[src/rtl/math_fp_pkg.sv]
// Shared IEEE-754 constants, FSM states and operand classification for the
// iterative float math units.
package math_fp_pkg;

  typedef enum logic [1:0] {
    ST_IDLE = 2'd0,
    ST_ITER = 2'd1,
    ST_NORM = 2'd2,
    ST_DONE = 2'd3
  } state_e;

  typedef enum logic [2:0] {
    FP_NORMAL = 3'd0,
    FP_ZERO   = 3'd1,
    FP_SUB    = 3'd2,
    FP_INF    = 3'd3,
    FP_NAN    = 3'd4
  } fp_class_e;

  localparam int EW32 = 8;
  localparam int MW32 = 23;
  localparam int EW64 = 11;
  localparam int MW64 = 52;

  localparam logic [31:0] QNAN32 = 32'h7FC0_0000;
  localparam logic [31:0] PINF32 = 32'h7F80_0000;
  localparam logic [31:0] NINF32 = 32'hFF80_0000;
  localparam logic [63:0] QNAN64 = 64'h7FF8_0000_0000_0000;
  localparam logic [63:0] PINF64 = 64'h7FF0_0000_0000_0000;
  localparam logic [63:0] NINF64 = 64'hFFF0_0000_0000_0000;

  function automatic int fp_ew(input int width);
    return (width == 64) ? EW64 : EW32;
  endfunction

  function automatic int fp_mw(input int width);
    return (width == 64) ? MW64 : MW32;
  endfunction

  function automatic int fp_bias(input int width);
    return (1 << (fp_ew(width) - 1)) - 1;
  endfunction

  function automatic logic [63:0] fp_qnan(input int width);
    return (width == 64) ? QNAN64 : {32'h0000_0000, QNAN32};
  endfunction

  function automatic logic [63:0] fp_pinf(input int width);
    return (width == 64) ? PINF64 : {32'h0000_0000, PINF32};
  endfunction

  function automatic logic [63:0] fp_ninf(input int width);
    return (width == 64) ? NINF64 : {32'h0000_0000, NINF32};
  endfunction

  function automatic fp_class_e fp_unpack_class(input logic exp_zero,
                                                input logic exp_ones,
                                                input logic man_zero);
    if (exp_ones) begin
      return man_zero ? FP_INF : FP_NAN;
    end else if (exp_zero) begin
      return man_zero ? FP_ZERO : FP_SUB;
    end else begin
      return FP_NORMAL;
    end
  endfunction

endpackage

[src/rtl/math_log2_iter_if.sv]
// Operand/result handshake bundle for math_log2_iter.
interface math_log2_iter_if #(parameter int WIDTH = 32) ();
  logic             in_valid;
  logic             in_ready;
  logic [WIDTH-1:0] a;
  logic             out_valid;
  logic             out_ready;
  logic [WIDTH-1:0] result;
  logic             flag_invalid;
  logic             flag_divzero;

  modport master (output in_valid, a, out_ready,
                  input  in_ready, out_valid, result, flag_invalid, flag_divzero);
  modport slave  (input  in_valid, a, out_ready,
                  output in_ready, out_valid, result, flag_invalid, flag_divzero);
endinterface

[src/rtl/math_fx2fp_norm.sv]
// Combinational signed fixed-point (FRAC_BITS fraction bits) to IEEE float
// converter; mantissa bits beyond MW are truncated toward zero.
module math_fx2fp_norm
  import math_fp_pkg::*;
#(
  parameter int WIDTH     = 32,
  parameter int IN_W      = 33,
  parameter int FRAC_BITS = 24
) (
  input  logic [IN_W-1:0]  fx_i,
  output logic [WIDTH-1:0] fp_o
);
  localparam int EW   = fp_ew(WIDTH);
  localparam int MW   = fp_mw(WIDTH);
  localparam int BIAS = fp_bias(WIDTH);

  logic            neg_s;
  logic [IN_W-1:0] mag_s;
  logic [IN_W-1:0] aligned_s;
  int              lead_s;
  logic [EW-1:0]   exp_s;
  logic [MW-1:0]   man_s;

  // Magnitude, leading-one detect, left-align and pack.
  always_comb begin
    neg_s  = fx_i[IN_W-1];
    mag_s  = neg_s ? (~fx_i + IN_W'(1'b1)) : fx_i;
    lead_s = 0;
    for (int i = 0; i < IN_W; i++) begin
      if (mag_s[i]) begin
        lead_s = i;
      end else begin
        lead_s = lead_s;
      end
    end
    aligned_s = mag_s << (IN_W - 1 - lead_s);
    // Leading one lands on bit MW and is dropped by the cast.
    man_s = MW'({aligned_s, {MW{1'b0}}} >> (IN_W - 1));
    exp_s = EW'(lead_s - FRAC_BITS + BIAS);
    if (fx_i == '0) begin
      fp_o = '0;
    end else begin
      fp_o = {neg_s, exp_s, man_s};
    end
  end

endmodule

[src/rtl/math_log2_iter.sv]
// Iterative IEEE-754 log2: one fraction bit per cycle by repeated mantissa
// squaring, then fixed-point to float normalization.
module math_log2_iter
  import math_fp_pkg::*;
#(
  parameter int WIDTH     = 32,
  parameter int FRAC_BITS = 24
) (
  input logic            clk,
  input logic            rst,
  math_log2_iter_if.slave io
);
  localparam int EW   = fp_ew(WIDTH);
  localparam int MW   = fp_mw(WIDTH);
  localparam int BIAS = fp_bias(WIDTH);
  localparam int XW   = MW + 1;
  localparam int VW   = EW + 1 + FRAC_BITS;
  localparam int CW   = $clog2(FRAC_BITS + 1);

  localparam logic [EW:0]      BIAS_V   = (EW+1)'(BIAS);
  localparam logic [CW-1:0]    CNT_LAST = CW'(FRAC_BITS - 1);
  localparam logic [WIDTH-1:0] QNAN_V   = WIDTH'(fp_qnan(WIDTH));
  localparam logic [WIDTH-1:0] PINF_V   = WIDTH'(fp_pinf(WIDTH));
  localparam logic [WIDTH-1:0] NINF_V   = WIDTH'(fp_ninf(WIDTH));

  if (WIDTH != 32 && WIDTH != 64) begin : g_bad_width
    $fatal(1, "math_log2_iter: WIDTH must be 32 or 64");
  end
  if (FRAC_BITS < 1 || FRAC_BITS > 60) begin : g_bad_frac
    $fatal(1, "math_log2_iter: FRAC_BITS must be in 1..60");
  end

  state_e           state_q, state_d;
  logic [XW-1:0]    x_q, x_d;
  logic [FRAC_BITS-1:0] f_q, f_d;
  logic [EW:0]      e_q, e_d;
  logic [CW-1:0]    cnt_q, cnt_d;
  logic [WIDTH-1:0] result_q, result_d;
  logic             inv_q, inv_d;
  logic             dz_q, dz_d;

  logic             a_sign_s;
  logic [EW-1:0]    a_exp_s;
  logic [MW-1:0]    a_man_s;
  fp_class_e        a_class_s;
  logic [2*XW-1:0]  sq_s;
  logic             sq_bit_s;
  logic [XW-1:0]    x_next_s;
  logic [FRAC_BITS:0] f_shift_s;
  logic [WIDTH-1:0] norm_s;

  assign a_sign_s  = io.a[WIDTH-1];
  assign a_exp_s   = io.a[WIDTH-2 -: EW];
  assign a_man_s   = io.a[MW-1:0];
  assign a_class_s = fp_unpack_class(a_exp_s == '0, &a_exp_s, a_man_s == '0);

  // x holds a value in [1,2) with MW fraction bits; x*x lies in [1,4).
  assign sq_s      = {{XW{1'b0}}, x_q} * {{XW{1'b0}}, x_q};
  assign sq_bit_s  = sq_s[2*XW-1];
  assign x_next_s  = sq_bit_s ? XW'(sq_s >> XW) : XW'(sq_s >> (XW - 1));
  assign f_shift_s = {f_q, sq_bit_s};

  math_fx2fp_norm #(
    .WIDTH     (WIDTH),
    .IN_W      (VW),
    .FRAC_BITS (FRAC_BITS)
  ) u_norm (
    .fx_i ({e_q, f_q}),
    .fp_o (norm_s)
  );

  // State and datapath registers.
  always_ff @(posedge clk or posedge rst) begin
    if (rst) begin
      state_q  <= ST_IDLE;
      x_q      <= '0;
      f_q      <= '0;
      e_q      <= '0;
      cnt_q    <= '0;
      result_q <= '0;
      inv_q    <= 1'b0;
      dz_q     <= 1'b0;
    end else begin
      state_q  <= state_d;
      x_q      <= x_d;
      f_q      <= f_d;
      e_q      <= e_d;
      cnt_q    <= cnt_d;
      result_q <= result_d;
      inv_q    <= inv_d;
      dz_q     <= dz_d;
    end
  end

  // Next-state and datapath update.
  always_comb begin
    state_d  = state_q;
    x_d      = x_q;
    f_d      = f_q;
    e_d      = e_q;
    cnt_d    = cnt_q;
    result_d = result_q;
    inv_d    = inv_q;
    dz_d     = dz_q;
    case (state_q)
      ST_IDLE: begin
        if (io.in_valid) begin
          inv_d = 1'b0;
          dz_d  = 1'b0;
          if (a_class_s == FP_NAN || (a_sign_s && a_class_s != FP_ZERO)) begin
            result_d = QNAN_V;
            inv_d    = 1'b1;
            state_d  = ST_DONE;
          end else if (a_class_s == FP_ZERO || a_class_s == FP_SUB) begin
            result_d = NINF_V;
            dz_d     = 1'b1;
            state_d  = ST_DONE;
          end else if (a_class_s == FP_INF) begin
            result_d = PINF_V;
            state_d  = ST_DONE;
          end else begin
            e_d     = {1'b0, a_exp_s} - BIAS_V;
            x_d     = {1'b1, a_man_s};
            f_d     = '0;
            cnt_d   = '0;
            state_d = ST_ITER;
          end
        end else begin
          state_d = ST_IDLE;
        end
      end
      ST_ITER: begin
        x_d   = x_next_s;
        f_d   = f_shift_s[FRAC_BITS-1:0];
        cnt_d = cnt_q + CW'(1'b1);
        if (cnt_q == CNT_LAST) begin
          state_d = ST_NORM;
        end else begin
          state_d = ST_ITER;
        end
      end
      ST_NORM: begin
        result_d = norm_s;
        state_d  = ST_DONE;
      end
      ST_DONE: begin
        if (io.out_ready) begin
          state_d = ST_IDLE;
        end else begin
          state_d = ST_DONE;
        end
      end
      default: begin
        state_d = ST_IDLE;
      end
    endcase
  end

  assign io.in_ready     = (state_q == ST_IDLE);
  assign io.out_valid    = (state_q == ST_DONE);
  assign io.result       = result_q;
  assign io.flag_invalid = inv_q;
  assign io.flag_divzero = dz_q;

endmodule

[src/flat_wrapper.sv]
// flat-port wrapper written by rule: the top's interface ports become plain ports
module math_log2_iter_flat import math_fp_pkg::*;
#(
  parameter int WIDTH     = 32,
  parameter int FRAC_BITS = 24
)
  (clk, rst, io_in_valid, io_a, io_out_ready, io_in_ready, io_out_valid, io_result, io_flag_invalid, io_flag_divzero);
  math_log2_iter_if #(.WIDTH(WIDTH)) io_i ();
  input logic clk;
  input logic rst;
  input wire logic [$bits(io_i.in_valid)-1:0] io_in_valid;
  input wire logic [$bits(io_i.a)-1:0] io_a;
  input wire logic [$bits(io_i.out_ready)-1:0] io_out_ready;
  output wire logic [$bits(io_i.in_ready)-1:0] io_in_ready;
  output wire logic [$bits(io_i.out_valid)-1:0] io_out_valid;
  output wire logic [$bits(io_i.result)-1:0] io_result;
  output wire logic [$bits(io_i.flag_invalid)-1:0] io_flag_invalid;
  output wire logic [$bits(io_i.flag_divzero)-1:0] io_flag_divzero;
  assign io_i.in_valid = io_in_valid;
  assign io_i.a = io_a;
  assign io_i.out_ready = io_out_ready;
  assign io_in_ready = io_i.in_ready;
  assign io_out_valid = io_i.out_valid;
  assign io_result = io_i.result;
  assign io_flag_invalid = io_i.flag_invalid;
  assign io_flag_divzero = io_i.flag_divzero;
  math_log2_iter #(.WIDTH(WIDTH), .FRAC_BITS(FRAC_BITS)) u_core (.clk(clk), .rst(rst), .io(io_i));
endmodule
[config.mk]
export PLATFORM = sky130hd
export DESIGN_NAME = math_log2_iter_flat
export DESIGN_NICKNAME = d
export VERILOG_FILES = /design/src/rtl/math_fp_pkg.sv /design/src/rtl/math_log2_iter_if.sv /design/src/rtl/math_fx2fp_norm.sv /design/src/rtl/math_log2_iter.sv /design/src/flat_wrapper.sv
export SDC_FILE = /design/constraint.sdc
export NUM_CORES = 1
export LEC_CHECK = 0
export CAP_MARGIN = 20
export CORE_MARGIN = 3
export CORE_UTILIZATION = 49
export DETAILED_ROUTE_END_ITERATION = 10
export MAX_ROUTING_LAYER = met4
export PLACE_DENSITY_LB_ADDON = 0.12
export SYNTH_ARGS = -nofsm -noshare
export SYNTH_HDL_FRONTEND = slang
export SYNTH_HIERARCHICAL = 1
export SYNTH_SLANG_ARGS = --single-unit
[constraint.sdc]
create_clock -name clk -period 9.1 [get_ports clk]
set_clock_uncertainty 0.1 [all_clocks]
set_input_delay 0.91 -clock clk [delete_from_list [all_inputs] [get_ports clk]]
set_output_delay 0.91 -clock clk [all_outputs]
set_load 0.01 [all_outputs]
After elaboration in Yosys (flattened, before gate mapping)

Cells that the tools add are included.

Input port bits: 36
Flip-flop bits (word level): 98

Equal/unequal tests: 14
Bitwise operators: 4
Shifts and indexed selects: 1
Reductions and logical operators: 14
Multiply operators: 1
Add/sub/neg operators: 6
Multiplexer cells: 69

Operator list:

| kind                  | count |
|---|---|
| $mux 32               | 35 |
| $mux 24               | 9 |
| $pmux 24 s2           | 2 |
| $pmux 32 s2           | 1 |
| $mul 24x24->48        | 1 |
| $add 33x1->33 const B | 1 |
| $logic_not 33->1      | 1 |
| $mux 33               | 1 |
| $not 33->33           | 1 |
| $shl 33x32->32        | 1 |
| $sub 7x32->32 const A | 1 |
| $logic_not 23->1      | 1 |
| $mux 5                | 4 |
| $mux 2                | 8 |
| $pmux 5 s2            | 1 |
| $reduce_and 5->1      | 2 |
| $mux 3                | 3 |
| $sub 8x7->9 const B   | 1 |
| $add 8x8->8 const B   | 1 |
| $logic_not 8->1       | 1 |
| $ne 2x2->1 const B    | 4 |
| $pmux 2 s4            | 1 |
| $reduce_and 8->1      | 1 |
| $sub 8x6->8 const B   | 1 |
| 17 further kinds      | 26 |

Longest topological paths before layout

Gate-level depths: netlist (run 1).

Depth in word-level cells: 39
Depth in mapped cells: 28
Depth with buffers taken out: 27

Hierarchy

Netlist (run 1), hierarchy kept.

By module, submodules not included:

| module          | sequential area each (µm²) | area each (µm²) | times used | cells each |
|---|---|---|---|---|
| math_log2_iter  | 2452.4                     | 20209.4         | 1          | 2155 |
| math_fx2fp_norm | 0.0                        | 3980.1          | 1          | 594 |

Worst setup path after synthesis (run 1)

No wires, ideal clock.

Kind: register to register
Start point: reg u_core.x_q[2]
End point: reg u_core.x_q[21]
Path slack: 1733 ps
Period minus slack after synthesis: 7367 ps
Arrival: 7145 ps
Library setup time: 123 ps
Cell stages (with the launch flop): 29
Required time: 8877 ps
Cell sequence: dfrtp_1 > clkbuf_1 > nand2_1 > fa_1 > inv_1 > fa_1 > inv_1 > fa_1 > inv_1 > fa_1 > inv_1 > fa_1 > inv_1 > fa_1 > inv_1 > fa_1 > inv_1 > ha_1 > nand2_1 > a21oi_1 > a21oi_1 > a211oi_4 > a211oi_2 > o41a_4 > xnor2_4 > and2_1 > buf_4 > a221o_1 > a2bb2oi_2

Longest elaborated chain between the ends: 3

RTL lines:

| what                   | RTL line              | source |
|---|---|---|
| from (decl)            | math_log2_iter.sv:34  | `logic [XW-1:0] x_q, x_d;` |
| from (signal assigned) | math_log2_iter.sv:76  | `x_q <= '0;` |
| from (signal assigned) | math_log2_iter.sv:85  | `x_q <= x_d;` |
| $mul 24x24->48         | math_log2_iter.sv:58  | `assign sq_s = {{XW{1'b0}}, x_q} * {{XW{1'b0}}, x_q};` |
| $mux 24                | math_log2_iter.sv:60  | `assign x_next_s = sq_bit_s ? XW'(sq_s >> XW) : XW'(sq_s >> (XW - 1));` |
| $pmux 24 s2            | math_log2_iter.sv:105 | `case (state_q)` |

Every way passes these cells.
A chain may end at the register's enable or synchronous reset.

Worst setup path after layout (run 1)

Start point: reg u_core.x_q[2]
End point: reg u_core.x_q[7]

Same word-level chain as after synthesis.

==> impl_summary.log, run 1 <==
[metrics] Top-Level Pins: 72
[metrics] list of most frequent post-synthesis cells: inv_1 (632), fa_1 (424), nand2_1 (259)
[metrics] antenna violations before repair: 0
[metrics] overall track demand over capacity in global routing: 0.276
[metrics] dominant combinational cell family by area after synthesis: adder cells
[metrics] diodes inserted: 0
[metrics] via count of the first global-routing pass: just over 20,000
[metrics] number of placed instances, taps included: 3,383
[metrics] post-route ant nets: 0
[metrics] NumNets Final: 3,378
[metrics] largest net degree at the start of global routing: just under 60
[metrics] average via count per standard cell: roughly 5.6
[metrics] number of flops mapped to enable cells by yosys: 0
[metrics] clock net sink count: 98
[metrics] CTS hold repair buffers: 0
[metrics] detailed-router iteration count before antenna repair: 6
[metrics] clock tree from TritonCTS: yes
[metrics] post-synthesis mux area share: 0.0297
[metrics] number of fillers in the final layout: 4,559
[metrics] endpoint required time on the critical path: 9270 ps
[metrics] crit-path max FO: 15
[metrics] nature of the critical path startpoint: flip-flop
[metrics] final-report hold violation count: 0
[metrics] Arr. time, crit path: 8500 ps
[metrics] pin slew with the least headroom to its limit: between 900 and 1000 ps
[metrics] area of the multi-input gates: 18,800 µm²
[metrics] most frequent cell after synthesis: inv_1
[metrics] fraction of the cycle the final worst path needs: 0.916
[metrics] Synthesis Warnings: 6
[metrics] area after detailed placement: approximately 25,000 µm²
[metrics] wire length of the first global-routing pass: 111,000 µm
[metrics] total die area: between 50,000 and 60,000 µm²
[metrics] FF-to-FF setup slack: 770 ps
[metrics] Clock Latency Late Sink: approximately 360 ps
[metrics] Critical Path Max Stage Delay: 860 ps
[metrics] routed vias: between 15,000 and 20,000
[metrics] fraction of synthesized cell area in xor and xnor cells: 0.0329
[metrics] area fraction in compound gates after synthesis: 0.131
[metrics] Core Rows: 80
[metrics] number of buffers inserted by post-CTS setup repair: 0
[metrics] count of max-cap constraint violations: 0
[metrics] unrepaired setup endpoints after global routing: no
[metrics] chip width: 228 µm
[metrics] depth of the CTS H-tree: 3
[metrics] RD Place Congestion: 0.950
[metrics] dominant synthesized flop cell: dfrtp_1
[metrics] flip-flop and latch count after synthesis: around 100
[metrics] Synth-to-Final Area Change: 6.66%
[metrics] Slew HR: 0.396
[metrics] mean post-synth cell area: 8.80 µm²
[metrics] floorplan die height: 228 µm
[metrics] Max Clock Freq: roughly 120 MHz
[metrics] fin crit period: 8330 ps
[metrics] Storage cell area: 2450 µm²
[metrics] HPWL after detailed placement: between 50,000 and 60,000 µm
[metrics] largest buffer count on any clock path: 2
[metrics] leading cell types by total area after synthesis: fa_1 (35%), dfrtp_1 (10%), inv_1 (9.8%)
[metrics] post-route design area: 25,800 µm²
[metrics] Initial DRC Count: around 1,400
[metrics] final count of pins violating max slew: 0
[metrics] core footprint: around 48,000 µm²
[metrics] min-delay worst type: reg2reg
[metrics] total DRC errors in the routed layout: 0
[metrics] cell with the largest stage delay on the worst path: dfrtp_1
[metrics] number of buffers created by CTS: 9
[metrics] Post-Route Setup TNS: 0 ps
[metrics] routed wire length per instance: 20.0 µm
[metrics] overall overflow remaining after global route: 0
[metrics] number of input and output port buffers inserted: between 70 and 80
[metrics] Synth top area share: 0.351
[metrics] run status: completed
[metrics] number of gates given a new drive strength after cts: 0
[metrics] share of post-route cells with drive strength above 1: 0.0459
[metrics] number of nets produced by synthesis: between 3,000 and 4,000
[metrics] fraction of registers with async set/reset: 1.00
[metrics] number of distinct library cells after synthesis: around 110
[metrics] final wirelength: between 60,000 and 70,000 µm
[metrics] final cell count without fillers: approximately 3,400
[metrics] most area-hungry cell type in the Yosys netlist: fa_1
[metrics] synthesized netlist cell count: 2,749
[metrics] Worst Setup End Kind: flip-flop
[metrics] Adder-Cell Fraction of Synth Area: 0.443
[metrics] initial core utilization: 0.501
[metrics] area share of and/or/nand/nor cells after synthesis: 0.139
[metrics] Netlist Area Pre-Place: about 24,000 µm²
[metrics] proportion of synthesized chip area in sequential cells: 0.101
[metrics] total of endpoints with negative setup slack in the final report: 0
[metrics] clock-pin slew on the worst setup and hold paths: 70 ps
[metrics] category of the critical setup timing path: reg2reg
[metrics] Root Buffer Master: clkbuf_16
path summary, 6_finish.rpt:
check | from | end | depth (start not counted)
setup / recovery | u_core/x_q[2] | u_core/x_q[7] | 26
hold / removal | u_core/io.flag_invalid | u_core/io.flag_invalid | 1
setup reg to reg | u_core/x_q[2] | u_core/x_q[7] | 26
hold reg to reg | u_core/io.flag_invalid | u_core/io.flag_invalid | 1
max in group asynchronous | rst | u_core/e_q[8] | 3
min in group asynchronous | rst | u_core/io.result[7] | 2
per-layer routing:
metal,up-vias,global-route usage,wire (µm)
met3,115,0.0439,4390
met5,-,-,0
li1,8706,-,-
met4,0,0.0661,1860
met2,581,0.431,31200
met1,9578,0.380,30500
worst max-delay path, delay by kind of cell (launching register included):
kind	cells	cell delay, ps
AOI/OAI and AO/OA	7	1730
adders and majority gates	8	4010
and+or+nand+nor	3	950
xor gates and xnor gates	1	220
DFF	1	860
buffers and inverters	7	370
kinds of logic (layout without fill, tap and decap cells):
kind of cell,count (synthesis),after routing
buffers and inverters,773,768
and+or+nand+nor,692,692
adders and majority gates,603,603
AOI/OAI and AO/OA,429,429
DFF,98,98
xor gates and xnor gates,85,85
muxes,69,69
cell type report:
| cell class | count | share of cell area |
|---|---|---|
| timing repair buffer | 117 | 0.0412 |
| multi-input combinational | 1878 | 0.727 |
| inverter | 635 | 0.0925 |
| clock buffer | 9 | 0.00873 |
| sequential | 98 | 0.0951 |
| clock inverter | 7 | 0.00315 |
| tap | 656 | 0.0318 |
layout by cell type, fill, tap and decap left out, types with 10 or more instances in the layout:
cell type and count:
o21ai_0 50, a211oi_1 38, nand2_1 259, o211ai_1 17, nand3_1 23, nor2_1 138
xor2_1 31, or3_1 10, ha_1 179, nor3_1 32, a22o_1 47, nand4_1 20
a31oi_1 13, inv_1 631, mux2i_1 59, and2_1 121, a21o_1 21, clkdlybuf4s50_1 71
dfrtp_1 97, nand2b_1 11, buf_4 45, nor4_1 16, a221oi_1 11, xnor2_1 50
a21oi_1 89, fa_1 424, a221o_1 11, and3_1 10, o22ai_1 15
sequential cells by signal, indices dropped and copies added, names as in the netlist:
register,cells
u_core/io.result,32
u_core/f_q,24
u_core/x_q,24
u_core/e_q,9
u_core/cnt_q,5
u_core/state_q,2
u_core/io.flag_divzero,1
u_core/io.flag_invalid,1
through the flow:
step,hold slack [ps],setup slack (ps),util
4_1_cts,400,873,0.534
6_report,394,767,0.535
3_5_place_dp,383,893,0.528
5_1_grt,423,344,0.535
2_1_floorplan,344,1730,-
3_3_place_gp,367,1020,0.528
Power of run 1 is not shown: default switching activity piles up to over one toggle a cycle in this logic, so the estimate is an artifact.
==> run 2, diff against run 1 <==
Settings changed: ABC_AREA set to 1.
==> impl_summary.log, run 2 <==
[metrics] run status: completed (unchanged)
[metrics] HPWL after detailed placement: 58,100 µm (was 55,900 µm)
[metrics] flip-flop and latch count after synthesis: 98 (unchanged)
[metrics] number of nets produced by synthesis: 4,259 (was 3,388)
[metrics] core footprint: 51,700 µm² (was 48,200 µm²)
[metrics] clock net sink count: 98 (unchanged)
[metrics] dominant synthesized flop cell: dfrtp_1 (unchanged)
[metrics] overall overflow remaining after global route: 0 (unchanged)
[metrics] min-delay worst type: reg2reg (unchanged)
[metrics] number of flops mapped to enable cells by yosys: 0 (unchanged)
[metrics] Buffers & Inverters on Critical Path: 8 (was 7)
[metrics] RD Place Congestion: 0.978 (was 0.950)
[metrics] post-route ant nets: 0 (unchanged)
[metrics] final-report hold violation count: 0 (unchanged)
[metrics] depth of the CTS H-tree: 3 (unchanged)
[metrics] share of post-route cells with drive strength above 1: 0.0439 (was 0.0459)
[metrics] end point of the worst hold path: u_core/io.result[27] (was u_core/io.flag_invalid)
[metrics] max FFs per register: 32 (unchanged)
[metrics] nature of the critical path startpoint: flip-flop (unchanged)
[metrics] fin crit period: 7570 ps (was 8330 ps)
[metrics] post-route worst hold slack: 379 ps (was 394 ps)
[metrics] Synth-to-Final Area Change: 6.16% (was 6.66%)
[metrics] FF-to-FF setup slack: 1530 ps (was 770 ps)
[metrics] commonest non-fill, non-tap cell in the layout: inv_1 (unchanged)
[metrics] overall track demand over capacity in global routing: 0.268 (was 0.276)
[metrics] floorplan die height: 236 µm (was 228 µm)
[metrics] fraction of the cycle the final worst path needs: 0.832 (was 0.916)
[metrics] number of distinct library cells after synthesis: 53 (was 105)
[metrics] initial core utilization: 0.500 (was 0.501)
[metrics] total die area: 55,600 µm² (was 52,100 µm²)
[metrics] most frequent cell after synthesis: inv_1 (unchanged)
[metrics] fraction of registers with async set/reset: 1.00 (unchanged)
[metrics] Post-Route Setup TNS: 0 ps (unchanged)
[metrics] Slew HR: 0.233 (was 0.396)
[metrics] diodes inserted: 0 (unchanged)
[metrics] Initial DRC Count: 1,413 (was 1,410)
[metrics] pin slew with the least headroom to its limit: 1150 ps (was 906 ps)
[metrics] Max Clock Freq: 132 MHz (was 120 MHz)
[metrics] list of most frequent post-synthesis cells: inv_1 (1,050), nand2_1 (919), fa_1 (424) (was inv_1 (632), fa_1 (424), nand2_1 (259))
[metrics] final wirelength: 69,800 µm (was 67,900 µm)
[metrics] largest buffer count on any clock path: 2 (unchanged)
[metrics] clock tree from TritonCTS: yes (unchanged)
[metrics] Arr. time, crit path: 7740 ps (was 8500 ps)
[metrics] routed wire length per instance: 16.2 µm (was 20.0 µm)
[metrics] clock-pin slew on the worst setup and hold paths: 80 ps (was 70 ps)
[metrics] number of gates given a new drive strength after cts: 0 (unchanged)
[metrics] cell with the largest stage delay on the worst path: dfrtp_1 (unchanged)
[metrics] detailed-router iteration count before antenna repair: 6 (unchanged)
[metrics] final count of pins violating max slew: 0 (unchanged)
[metrics] most area-hungry cell type in the Yosys netlist: fa_1 (unchanged)
[metrics] top cell family by delay on the critical path: adder cells (unchanged)
[metrics] unrepaired setup endpoints after global routing: no (unchanged)
[metrics] Worst Setup End Kind: flip-flop (unchanged)
[metrics] Crit. path cell count: 29 (was 26)
[metrics] Core Rows: 83 (was 80)
[metrics] synthesized netlist cell count: 3,620 (was 2,749)
[metrics] most used cells in the layout excluding fill and tap cells: inv_1 (1,049), nand2_1 (919), fa_1 (424) (was inv_1 (631), fa_1 (424), nand2_1 (259))
[metrics] crit-path max FO: 25 (was 15)
[metrics] Synth top area share: 0.328 (was 0.351)
[metrics] Worst Min Path Start: u_core/io.result[27] (was u_core/io.flag_invalid)
[metrics] routed vias: 21,573 (was 18,980)
[metrics] Reg2Reg Launch Point: u_core/x_q[7] (was u_core/x_q[2])
[metrics] number of fillers in the final layout: 5,308 (was 4,559)
[metrics] number of buffers inserted by post-CTS setup repair: 0 (unchanged)
[metrics] R2R depth: 29 (was 26)
[metrics] total of endpoints with negative setup slack in the final report: 0 (unchanged)
[metrics] NumNets Final: 4,259 (was 3,378)
[metrics] Critical Path Max Stage Delay: 1110 ps (was 860 ps)
[metrics] Root Buffer Master: clkbuf_16 (unchanged)
[metrics] post-route worst setup slack: 1530 ps (was 767 ps)
[metrics] total DRC errors in the routed layout: 0 (unchanged)
[metrics] leading cell types by total area after synthesis: fa_1 (33%), inv_1 (15%), nand2_1 (13%) (was fa_1 (35%), dfrtp_1 (10%), inv_1 (9.8%))
[metrics] R2R Path End: u_core/x_q[14] (was u_core/x_q[7])
[metrics] average via count per standard cell: 5.01 (was 5.58)
[metrics] proportion of synthesized chip area in sequential cells: 0.0949 (was 0.101)
[metrics] Top-Level Pins: 72 (unchanged)
[metrics] wire length of the first global-routing pass: 116,000 µm (was 111,000 µm)
[metrics] count of max-cap constraint violations: 0 (unchanged)
[metrics] Clock Latency Late Sink: 380 ps (was 360 ps)
[metrics] number of input and output port buffers inserted: 71 (unchanged)
[metrics] library cell appearing most often on the critical path: inv_1
[metrics] endpoint required time on the critical path: 9270 ps (about the same)
[metrics] category of the critical setup timing path: reg2reg (unchanged)
[metrics] CTS hold repair buffers: 0 (unchanged)
[metrics] number of buffers created by CTS: 9 (unchanged)
[metrics] largest net degree at the start of global routing: 69 (was 59)
[metrics] mean post-synth cell area: 7.14 µm² (was 8.80 µm²)
[metrics] Netlist Area Pre-Place: 25,900 µm² (was 24,200 µm²)
[metrics] chip width: 236 µm (was 228 µm)
[metrics] via count of the first global-routing pass: 22,302 (was 20,244)
[metrics] antenna violations before repair: 0 (unchanged)
[metrics] hold path depth: 2 (was 1)
[metrics] Synthesis Warnings: 6 (unchanged)
[metrics] worst-case setup slack after placement: 1590 ps (was 893 ps)
-- run 2: changes by cell type after synthesis, sizes merged, moves of 15 or more --
cell,before,now
inv,632,1067
a21o,21,1
a211oi,41,0
nand3,25,304
and2,121,4
nand2,261,939
nor2,138,191
nor3,35,16
a22o,47,23
xnor2,52,18
a21oi,92,48
o211ai,17,2
mux2i,59,0
clkbuf,107,77
-- run 2: cell type report --
class	count	area, µm²	area share
tap	680	851	0.0310
timing repair buffer	104	978	0.0356
clock inverter	6	72.6	0.00264
clock buffer	9	225	0.00821
multi-input combinational	2339	18900	0.687
sequential	98	2450	0.0894
inverter	1068	4010	0.146
-- run 2: metrics by stage --
stage               cells   util  instance area [µm²]
finish               4304  0.531                27400
global route         4304  0.531                27400
CTS                  4304  0.531                27400
detailed placement   4289  0.525                27100
global placement     4288  0.524                27100
floorplan            3620      -                25900
-- run 2: worst max-delay path by stage --
stage              startpoint             end  slack (ps)
5_1_grt         u_core/x_q[7]  u_core/x_q[14]        1040
6_report        u_core/x_q[7]  u_core/x_q[14]        1530
2_1_floorplan  u_core/x_q[14]  u_core/x_q[12]        2620
4_1_cts         u_core/x_q[7]  u_core/x_q[14]        1570
3_5_place_dp    u_core/x_q[7]  u_core/x_q[14]        1590
3_3_place_gp    u_core/x_q[8]  u_core/x_q[14]        1560
-- run 2: logic make-up (layout without fill, tap and decap cells) --
logic type	Yosys count	after routing	share of synthesized area
buf+inv	1183	1187	0.177
fa+ha+maj	603	603	0.415
flops	98	98	0.0949
compound gates	176	176	0.0422
simple gates	1509	1509	0.253
xor+xnor	51	51	0.0183
-- run 2: worst register-to-register path, delay by kind of cell (launching register included) --
family	cells	cell delay (ps)
compound gates	1	150
fa+ha+maj	8	3950
buf+inv	8	430
flops	1	1110
simple gates	12	1730
-- run 2: per-layer routing --
metal | track usage | vias up | wire length, µm
li1 | - | 10563 | -
met1 | 0.352 | 10461 | 30900
met2 | 0.462 | 469 | 34800
met3 | 0.0172 | 80 | 2730
met4 | 0.0509 | 0 | 1350
met5 | - | - | 0
Power of run 2 is left out for the same reason.
==> run 3, diff against run 2 <==
Clock period 9.1 ns to 7.7 ns, I/O delays scaled along.
==> impl_summary.log, run 3 (synthesis gave the netlist of run 2 again) <==
[metrics] run status: completed (unchanged)
[metrics] RD Place Congestion: 0.961 (was 0.978)
[metrics] crit-path max FO: 22 (was 25)
[metrics] Top-Level Pins: 72 (unchanged)
[metrics] chip width: 236 µm (unchanged)
[metrics] Root Buffer Master: clkbuf_16 (unchanged)
[metrics] final wirelength: 70,300 µm (was 69,800 µm)
[metrics] core footprint: 51,700 µm² (unchanged)
[metrics] clock tree from TritonCTS: yes (unchanged)
[metrics] fin crit period: 7190 ps (was 7570 ps)
[metrics] number of input and output port buffers inserted: 71 (unchanged)
[metrics] library cell appearing most often on the critical path: fa_1 (was inv_1)
[metrics] cell with the largest stage delay on the worst path: dfrtp_1 (unchanged)
[metrics] total die area: 55,600 µm² (unchanged)
[metrics] depth of the CTS H-tree: 3 (unchanged)
[metrics] final-report hold violation count: 0 (unchanged)
[metrics] Reg2Reg Launch Point: u_core/x_q[5] (was u_core/x_q[7])
[metrics] Worst Min Path Start: u_core/io.result[27] (unchanged)
[metrics] total of endpoints with negative setup slack in the final report: 0 (unchanged)
[metrics] post-route ant nets: 0 (unchanged)
[metrics] HPWL after detailed placement: 59,000 µm (was 58,100 µm)
[metrics] clock-pin slew on the worst setup and hold paths: 80 ps (about the same)
[metrics] Arr. time, crit path: 7340 ps (was 7740 ps)
[metrics] routed vias: 21,583 (was 21,573)
[metrics] share of post-route cells with drive strength above 1: 0.0484 (was 0.0439)
[metrics] top cell family by delay on the critical path: adder cells (unchanged)
[metrics] total DRC errors in the routed layout: 0 (unchanged)
[metrics] Slew HR: 0.295 (was 0.233)
[metrics] pin slew with the least headroom to its limit: 1060 ps (was 1150 ps)
[metrics] Buffers & Inverters on Critical Path: 6 (was 8)
[metrics] fraction of the cycle the final worst path needs: 0.934 (was 0.832)
[metrics] Initial DRC Count: 1,439 (was 1,413)
[metrics] number of buffers inserted by post-CTS setup repair: 0 (unchanged)
[metrics] Post-Route Setup TNS: 0 ps (unchanged)
[metrics] nature of the critical path startpoint: flip-flop (unchanged)
[metrics] number of buffers created by CTS: 9 (unchanged)
[metrics] via count of the first global-routing pass: 22,281 (was 22,302)
[metrics] count of max-cap constraint violations: 0 (unchanged)
[metrics] overall track demand over capacity in global routing: 0.269 (was 0.268)
[metrics] Critical Path Max Stage Delay: 840 ps (was 1110 ps)
[metrics] largest net degree at the start of global routing: 67 (was 69)
[metrics] routed wire length per instance: 16.3 µm (was 16.2 µm)
[metrics] detailed-router iteration count before antenna repair: 6 (unchanged)
[metrics] unrepaired setup endpoints after global routing: no (unchanged)
[metrics] most used cells in the layout excluding fill and tap cells: inv_1 (1,049), nand2_1 (919), fa_1 (424) (unchanged)
[metrics] initial core utilization: 0.500 (unchanged)
[metrics] endpoint required time on the critical path: 7850 ps (was 9270 ps)
[metrics] clock net sink count: 98 (unchanged)
[metrics] number of placed instances, taps included: 4,302 (was 4,289)
[metrics] largest buffer count on any clock path: 2 (unchanged)
[metrics] NumNets Final: 4,272 (was 4,259)
[metrics] floorplan die height: 236 µm (unchanged)
[metrics] commonest non-fill, non-tap cell in the layout: inv_1 (unchanged)
[metrics] Clock Latency Late Sink: 370 ps (was 380 ps)
[metrics] min-delay worst type: reg2reg (unchanged)
[metrics] number of fillers in the final layout: 5,224 (was 5,308)
[metrics] Synth-to-Final Area Change: 6.78% (was 6.16%)
[metrics] worst setup path start: u_core/x_q[5] (was u_core/x_q[7])
[metrics] Util after Layout: 0.534 (was 0.531)
[metrics] Worst Setup End Kind: flip-flop (unchanged)
[metrics] Max Clock Freq: 139 MHz (was 132 MHz)
[metrics] average via count per standard cell: 5.00 (was 5.01)
[metrics] antenna violations before repair: 1 (was 0)
[metrics] Core Rows: 83 (unchanged)
[metrics] overall overflow remaining after global route: 0 (unchanged)
[metrics] max FFs per register: 32 (unchanged)
[metrics] category of the critical setup timing path: reg2reg (unchanged)
[metrics] final cell count without fillers: 4,319 (was 4,304)
[metrics] final count of pins violating max slew: 0 (unchanged)
[metrics] wire length of the first global-routing pass: 116,000 µm (about the same)
[run 3: cell types whose count changed in the layout (fill, tap and decap cells not counted), sizes merged]
cell      previous run  this run
inv               1070      1069
diode                0         1
buf                 33        46
clkinvlp             0         1
clkinv               3         4
[run 3: worst paths after layout]
kind                                        end  slack, ps  cells past startpoint
setup / recovery                 u_core/x_q[14]        510                     27
hold / removal             u_core/io.result[27]        380                      2
setup reg to reg                 u_core/x_q[14]        510                     27
hold reg to reg            u_core/io.result[27]        380                      2
max in group asynchronous         u_core/f_q[4]       5620                      3
min in group asynchronous     u_core/state_q[0]        660                      2
[run 3: what timing repair did]
action | 4_1_cts | 5_1_grt
resized for setup | 0 | 3
setup endpoints to repair | 0 | 20
hold buffers | 0 | 0
[run 3: metrics by stage]
step	setup slack, ps	hold WS (ps)	area [µm²]
after floorplan	1220	352	25900
after global placement	376	361	27300
after detailed placement	423	362	27300
after CTS	341	382	27600
after global routing	24.3	410	27600
final	508	379	27600
[run 3: layout make-up]
type / instances / area (µm²) / area share
diodes: 1 / 2.50 / 0.0000906
clock buffers: 9 / 225 / 0.00816
flip-flops and latches: 98 / 2460 / 0.0890
inverters: 1068 / 4010 / 0.145
multi-input cells: 2339 / 18900 / 0.683
clock inverters: 7 / 87.6 / 0.00317
repair buffers: 117 / 1120 / 0.0405
well taps: 680 / 851 / 0.0308
[run 3: worst register-to-register path, stage by stage, from the launching register on]
cell     delay, ps
dfrtp_1        840
nand2_1        230
inv_1          120
fa_1           440
fa_1           510
inv_1           60
fa_1           530
inv_1           50
fa_1           470
fa_1           530
fa_1           510
inv_1           60
fa_1           500
inv_1           50
ha_1           430
nand2_1        180
nor2_4         160
nand2_2         80
nor2_1         150
inv_1           70
nor2_2          80
nand2_2         80
nand3_2         90
nand2_2         60
nand2_4        300
nand2_1        180
a21oi_1        160
nor2_1          60
[run 3: per-layer routing]
| layer | wire, µm | GRT usage | share of wire | vias up |
|---|---|---|---|---|
| li1 | - | - | - | 10575 |
| met1 | 31500 | 0.357 | 0.45 | 10489 |
| met2 | 34600 | 0.457 | 0.49 | 444 |
| met3 | 2950 | 0.0257 | 0.042 | 75 |
| met4 | 1210 | 0.0481 | 0.017 | 0 |
| met5 | 0 | - | 0 | - |
Power of run 3 is left out for the same reason.
